$ cat src/rtl/pong_draw_controller.sv
// Frame-rate draw sequencer for Pong: once per frame tick it erases the old paddles and ball,
// then redraws them at their new positions, one pixel per clock into a 160x120 vga_adapter.
module pong_draw_controller #(
  parameter int         FRAME_TICKS = 833333,
  parameter int         PADDLE_W    = 2,
  parameter int         PADDLE_H    = 16,
  parameter int         BALL_SIZE   = 2,
  parameter int         LEFT_X      = 4,
  parameter int         RIGHT_X     = 154,
  parameter logic [2:0] FG_COLOUR   = 3'b111,
  parameter logic [2:0] BG_COLOUR   = 3'b000
) (
  input  logic       CLOCK_50,
  input  logic       resetn,
  input  logic       enable,
  input  logic [6:0] lpad_y,
  input  logic [6:0] rpad_y,
  input  logic [7:0] ball_x,
  input  logic [6:0] ball_y,
  output logic       frame_start,
  output logic       busy,
  output logic [7:0] x,
  output logic [6:0] y,
  output logic [2:0] colour,
  output logic       writeEn
);

  localparam int               CNT_W     = (FRAME_TICKS > 1) ? $clog2(FRAME_TICKS) : 1;
  localparam logic [CNT_W-1:0] TICK_LAST = CNT_W'(FRAME_TICKS - 1);
  localparam logic [6:0]       PAD_Y_MAX = 7'(120 - PADDLE_H);
  localparam logic [7:0]       PAD_W     = 8'(PADDLE_W);
  localparam logic [7:0]       PAD_H     = 8'(PADDLE_H);
  localparam logic [7:0]       BALL_E    = 8'(BALL_SIZE);
  localparam logic [7:0]       LX        = 8'(LEFT_X);
  localparam logic [7:0]       RX        = 8'(RIGHT_X);
  localparam logic [8:0]       X_MAX     = 9'd159;
  localparam logic [7:0]       Y_MAX     = 8'd119;

  typedef enum logic [1:0] {
    S_IDLE,
    S_LATCH,
    S_ERASE,
    S_DRAW
  } state_t;

  state_t state;

  logic [CNT_W-1:0] tick_cnt;
  logic             tick;
  logic             pending;

  logic [6:0] old_l, old_r, old_by;
  logic [7:0] old_bx;
  logic [6:0] new_l, new_r, new_by;
  logic [7:0] new_bx;

  // Scan position of the pixel currently presented on the outputs.
  logic       scan_draw;
  logic [1:0] scan_obj;
  logic [7:0] scan_dx, scan_dy;

  logic       nxt_draw;
  logic [1:0] nxt_obj;
  logic [7:0] nxt_dx, nxt_dy;
  logic       last_pixel;
  logic [7:0] obj_w, obj_h;
  logic [7:0] org_x;
  logic [6:0] org_y;
  logic [8:0] pix_x;
  logic [7:0] pix_y;
  logic       pix_clip;

  assign tick = enable && (tick_cnt == TICK_LAST);

  always_ff @(posedge CLOCK_50 or negedge resetn) begin
    if (!resetn) begin
      tick_cnt <= '0;
    end else if (!enable || tick) begin
      tick_cnt <= '0;
    end else begin
      tick_cnt <= tick_cnt + 1'b1;
    end
  end

  // A tick wins over the idle-exit clear so a request is never dropped.
  always_ff @(posedge CLOCK_50 or negedge resetn) begin
    if (!resetn) begin
      pending <= 1'b0;
    end else if (!enable) begin
      pending <= 1'b0;
    end else if (tick) begin
      pending <= 1'b1;
    end else if (state == S_IDLE) begin
      pending <= 1'b0;
    end
  end

  always_comb begin
    obj_w = PAD_W;
    obj_h = PAD_H;
    if (scan_obj == 2'd2) begin
      obj_w = BALL_E;
      obj_h = BALL_E;
    end
  end

  // Advance the raster: dx inner, dy outer, then next object, then erase -> draw.
  always_comb begin
    nxt_draw   = scan_draw;
    nxt_obj    = scan_obj;
    nxt_dx     = scan_dx;
    nxt_dy     = scan_dy;
    last_pixel = 1'b0;
    if (state == S_LATCH) begin
      nxt_draw = 1'b0;
      nxt_obj  = 2'd0;
      nxt_dx   = 8'd0;
      nxt_dy   = 8'd0;
    end else if (scan_dx != obj_w - 8'd1) begin
      nxt_dx = scan_dx + 8'd1;
    end else begin
      nxt_dx = 8'd0;
      if (scan_dy != obj_h - 8'd1) begin
        nxt_dy = scan_dy + 8'd1;
      end else begin
        nxt_dy = 8'd0;
        if (scan_obj != 2'd2) begin
          nxt_obj = scan_obj + 2'd1;
        end else begin
          nxt_obj = 2'd0;
          if (!scan_draw) begin
            nxt_draw = 1'b1;
          end else begin
            last_pixel = 1'b1;
          end
        end
      end
    end
  end

  always_comb begin
    org_x = LX;
    org_y = nxt_draw ? new_l : old_l;
    case (nxt_obj)
      2'd1: begin
        org_x = RX;
        org_y = nxt_draw ? new_r : old_r;
      end
      2'd2: begin
        org_x = nxt_draw ? new_bx : old_bx;
        org_y = nxt_draw ? new_by : old_by;
      end
      default: ;
    endcase
    pix_x    = {1'b0, org_x} + {1'b0, nxt_dx};
    pix_y    = {1'b0, org_y} + nxt_dy;
    pix_clip = (pix_x > X_MAX) || (pix_y > Y_MAX);
  end

  always_ff @(posedge CLOCK_50 or negedge resetn) begin
    if (!resetn) begin
      state       <= S_IDLE;
      frame_start <= 1'b0;
      busy        <= 1'b0;
      x           <= '0;
      y           <= '0;
      colour      <= '0;
      writeEn     <= 1'b0;
      scan_draw   <= 1'b0;
      scan_obj    <= '0;
      scan_dx     <= '0;
      scan_dy     <= '0;
      old_l       <= '0;
      old_r       <= '0;
      old_bx      <= '0;
      old_by      <= '0;
      new_l       <= '0;
      new_r       <= '0;
      new_bx      <= '0;
      new_by      <= '0;
    end else begin
      frame_start <= 1'b0;
      case (state)
        S_IDLE: begin
          if (pending) begin
            state       <= S_LATCH;
            frame_start <= 1'b1;
            busy        <= 1'b1;
            old_l       <= new_l;
            old_r       <= new_r;
            old_bx      <= new_bx;
            old_by      <= new_by;
            new_l       <= (lpad_y > PAD_Y_MAX) ? PAD_Y_MAX : lpad_y;
            new_r       <= (rpad_y > PAD_Y_MAX) ? PAD_Y_MAX : rpad_y;
            new_bx      <= ball_x;
            new_by      <= ball_y;
          end
        end
        default: begin
          if (last_pixel) begin
            state   <= S_IDLE;
            busy    <= 1'b0;
            x       <= '0;
            y       <= '0;
            colour  <= '0;
            writeEn <= 1'b0;
          end else begin
            state     <= nxt_draw ? S_DRAW : S_ERASE;
            scan_draw <= nxt_draw;
            scan_obj  <= nxt_obj;
            scan_dx   <= nxt_dx;
            scan_dy   <= nxt_dy;
            x         <= pix_x[7:0];
            y         <= pix_y[6:0];
            colour    <= nxt_draw ? FG_COLOUR : BG_COLOUR;
            writeEn   <= !pix_clip;
          end
        end
      endcase
    end
  end

endmodule

$ cat config.mk
export PLATFORM = sky130hd
export DESIGN_NAME = pong_draw_controller
export DESIGN_NICKNAME = d
export VERILOG_FILES = /design/src/rtl/pong_draw_controller.sv
export SDC_FILE = /design/constraint.sdc
export NUM_CORES = 1
export LEC_CHECK = 0
export CORE_MARGIN = 1.5
export CORE_UTILIZATION = 50
export DETAILED_ROUTE_END_ITERATION = 10
export GPL_TIMING_DRIVEN = 0
export HOLD_SLACK_MARGIN = 0.02
export PLACE_DENSITY = 0.7
export RECOVER_POWER = 100
export SYNTH_ARGS = -nofsm -noshare
export SYNTH_HDL_FRONTEND = slang
export SYNTH_SLANG_ARGS = --single-unit
$ cat constraint.sdc
create_clock -name CLOCK_50 -period 6.55 [get_ports CLOCK_50]
set_input_delay 0.9825 -clock CLOCK_50 [delete_from_list [all_inputs] [get_ports CLOCK_50]]
set_output_delay 0.9825 -clock CLOCK_50 [all_outputs]
set_load 0.03 [all_outputs]
==> results.tsv <==
stage	metric	value	unit
run_status	status	complete, but fails checks	
run_status	failing checks	capacitance limit, slew limit	
setup_path	CP bufs+invs	3	
synthesis	Cell variety after synth	58	
setup_path	Critical Path RT	6.86	ns
timing	Final Skew	0.00714	ns
cts	PostCTS Resize Cnt	0	
floorplanning	CORE AREA	12700	um^2
layout	n_diodes	0	
layout	nets	856	
timing	slew at the pin with the worst max-slew slack	2.35	ns
timing	Tcrit/Tclk final	89.9	%
grt	GRT Overall Usage	25.0	%
timing	unrepaired setup endpoints after global routing	false	
synthesis	Yosys top cell by area	dfrtp_1	
setup_path	CP delay by family, top	compound AO/OA/AOI/OAI gates	
cts	TritonCTS clock tree	built	
synthesis	Async S/R FF share, synth	100	%
power	clock share of power	40.7	%
route	detailed-route wire length	16100	um
floorplanning	Initial Utilization	51.5	%
synthesis	syn nets	784	
layout	share of cells above drive strength 1	7.01	%
cts	worst-skew pair later-pin latency	0.42	ns
synthesis	synth warn	0	
route	antenna-violating nets left	0	
power	Pint	1.57	mW
route	drt via density	5.60	
route	Post-route DRC	0	
floorplanning	FP Rows	41	
timing	Slew HR	-56.4	%
synthesis	register area share after synthesis	45.5	%
timing	final hold slack	0.470	ns
setup_path	CP startpoint	scan_dx[0]$_DFFE_PN0P_	
power	Static Leak	3.55	nW
timing	Final Hold Viols	0	
synthesis	Yosys top cell area share	45.5	%
cts	hold_buf cts	0	
floorplanning	die area	13800	um^2
place	Final HPWL DP	11400	um
setup_path	startpoint types	flip-flop	
synthesis	synthesized area	6550	um^2
layout	Multi-input gate area	3310	um^2
layout	fin cells	985	
layout	Area Growth Syn to Fin	19.7	%
cts	clock root buffer	clkbuf_16	
synthesis	Syn Inst Count	728	
setup_path	Worst Setup End Kind	flip-flop	
layout	Reg area	2980	um^2
setup_path	Crit Path Class	flip-flop to flip-flop	
flow_run	max-cap viol count	1	
grt	GRT overflow	0	
setup_path	Worst EP arrival	6.20	ns
power	P per Cell Area	290	nW/um^2
setup_path	CP max FO	10	
synthesis	largest cells by area after synthesis	dfrtp_1 45%, nand2_1 12%, ha_1 4.2%	
route	First-pass DRT Iterations	4	
timing	clock period minus worst slack	5.89	ns
grt	pin count of the biggest net entering global routing	97	
synthesis	number of synthesized flops with an enable pin	0	
timing	setup violators final	0	
synthesis	Post-Syn Area per Cell	9.00	um^2
setup_path	slowest CP cell	nor3b_1	
power	Switching Share	30.9	%
timing	final number of max-transition violations	97	
floorplanning	die width	117	um
power	Sw Pwr	0.702	mW
synthesis	flops & latches, synth	119	
cts	H-tree levels	4	
layout	fill cell total of the finished layout	1112	
power	Gate power share	21.0	%
place	post-placement cell count	953	
power	worst vdd ir	0.229	mV
layout	Final Util	61.6	%
cts	post-CTS setup buffer count	0	
place	Final Wtd Congestion	0.883	
cts	CTS buffer count	17	
route	DR WL/cell	16.4	um
setup_path	Crit path largest cell delay	0.48	ns
power	part of the power in registers	38.3	%
route	drt first-iter violations	409	
min_path	hold_sp	x[3]$_DFFE_PN0N_	
cts	Worst-path clk slew	0.06	ns
cts	Clock Tree Buf Depth	2	
grt	first-pass GRT wire length	27400	um
place	Port Buf Inserts	52	
floorplanning	die span in y	117	um
min_path	Tightest Hold Check Type	flip-flop to flip-flop	
setup_path	R2R Path Start	scan_dx[0]$_DFFE_PN0P_	
floorplanning	io pins	53	
timing	fmax	170	MHz
grt	vias in the first global route	5503	
cts	CTS sink count	119	
grt	initial antenna violation count	0	
setup_path	crit-path cells	ha_1 > nor3b_1 > nand2_1 > a2111oi_4 > buf_6 > mux2i_1 > or2_0 > ha_1 > clkbuf_1 > clkbuf_1 > a22o_1 > mux4_2 > ha_1 > fa_1 > a211oi_1 > o21bai_1 > a21oi_1 > xnor2_1 > a221oi_1 > a32o_1	
synthesis	Synth Flop Type	dfrtp_1	
route	total number of vias	5518	
setup_path	Most Frequent Cell on Critical Path	ha_1	
[path summary, 6_finish.rpt]
path                                           to  slack (ns)  depth (start not counted)
max in group asynchronous   tick_cnt[4]$_DFF_PN0_        2.79                          2
min in group asynchronous  scan_dx[5]$_DFFE_PN0P_        0.83                          1
min reg2reg                      x[3]$_DFFE_PN0N_        0.47                          2
min                              x[3]$_DFFE_PN0N_        0.47                          2
max                           writeEn$_DFFE_PN0N_        0.66                         20
max reg2reg                   writeEn$_DFFE_PN0N_        0.66                         20
[state kept, by name, indices dropped and copies added (netlist names), 8 cells and up]
name,cells
new_bx,8
old_bx,8
scan_dx,8
scan_dy,8
tick_cnt,20
x,8
[synthesized netlist by cell type (5+ instances only)]
library cell / number
mux2i_1: 6
o21a_1: 6
dfrtp_1: 119
nand4_1: 6
o21ai_0: 42
mux4_2: 7
nand2_1: 202
nor3_1: 12
nor2_1: 58
xor2_1: 20
a21o_1: 5
clkbuf_1: 28
and3_1: 7
ha_1: 22
a22o_1: 26
a21oi_1: 23
nand3_1: 25
xnor2_1: 23
inv_1: 14
o21bai_1: 6
[cells by family (layout without fill, tap and decap cells)]
group | after synthesis | count (layout) | synth area share (%)
AO/OA/AOI/OAI | 132 | 132 | 14.0
buffers and inverters | 53 | 138 | 3.69
flip-flops | 119 | 119 | 45.5
XOR/XNOR | 43 | 43 | 5.75
adder cells (fa/ha/maj) | 24 | 24 | 4.81
multiplexers | 15 | 15 | 3.67
AND/OR/NAND/NOR | 342 | 342 | 22.6
[cell type report]
| class | count | area share (%) |
|---|---|---|
| inverter | 15 | 0.719 |
| buffer | 38 | 2.20 |
| clock buffer | 18 | 5.60 |
| sequential | 119 | 38.0 |
| multi-input combinational | 556 | 42.2 |
| tap | 172 | 2.75 |
| timing repair buffer | 53 | 6.63 |
| clock inverter | 14 | 1.90 |
[worst reg2reg max path, delay by kind of cell, from the launching register on]
| kind | cells | cell delay [ns] |
|---|---|---|
| buf+inv | 3 | 0.73 |
| flops | 1 | 0.47 |
| mux | 2 | 0.53 |
| simple gates | 3 | 1.15 |
| xor+xnor | 1 | 0.21 |
| compound gates | 7 | 1.65 |
| fa+ha+maj | 4 | 1.06 |
[cell usage in the layout, fill, tap and decap left out, types with 5 or more instances in the layout]
cell type and count:
a21o_1 5, a21oi_1 23, a22o_1 26, and3_1 7, clkbuf_1 34, clkbuf_16 17, clkdlybuf4s50_1 28, dfrtp_1 119
dlygate4sd3_1 23, ha_1 22, inv_1 15, mux2i_1 6, mux4_2 7, nand2_1 202, nand3_1 25, nand4_1 6
nor2_1 58, nor3_1 12, o21a_1 6, o21ai_0 44, o21bai_1 6, xnor2_1 23, xor2_1 20
[per-stage QoR]
stage | cell area, um^2 | TNS (ns) | total power, mW | setup slack, ns
after global routing | 7840 | 0 | 2.38 | 0.308
after CTS | 7900 | 0 | 2.30 | 0.705
after floorplan | 6550 | 0 | 1.19 | 1.57
final | 7840 | 0 | 2.27 | 0.661
after global placement | 7280 | -4.54 | 1.35 | -0.0496
after detailed placement | 7310 | 0 | 1.37 | 0.814
[metal layers]
layer  up-vias  share of wire [%]  GRT usage [%]
met2       159                 47           39.9
li1       2629                  -              -
met1      2691                 45           32.1
met5         -                  0              0
met4         0                3.3           11.2
met3        39                5.5           6.57
[power by group through the flow]
stage	combinational, mW	sequential [mW]	clock [mW]
after global placement	0.466	0.880	0
after floorplan	0.267	0.921	0
final	0.477	0.870	0.925
after detailed placement	0.487	0.881	0
after global routing	0.528	0.880	0.970
after CTS	0.491	0.870	0.935
No activity file was read; power rests on OpenSTA's default activity.
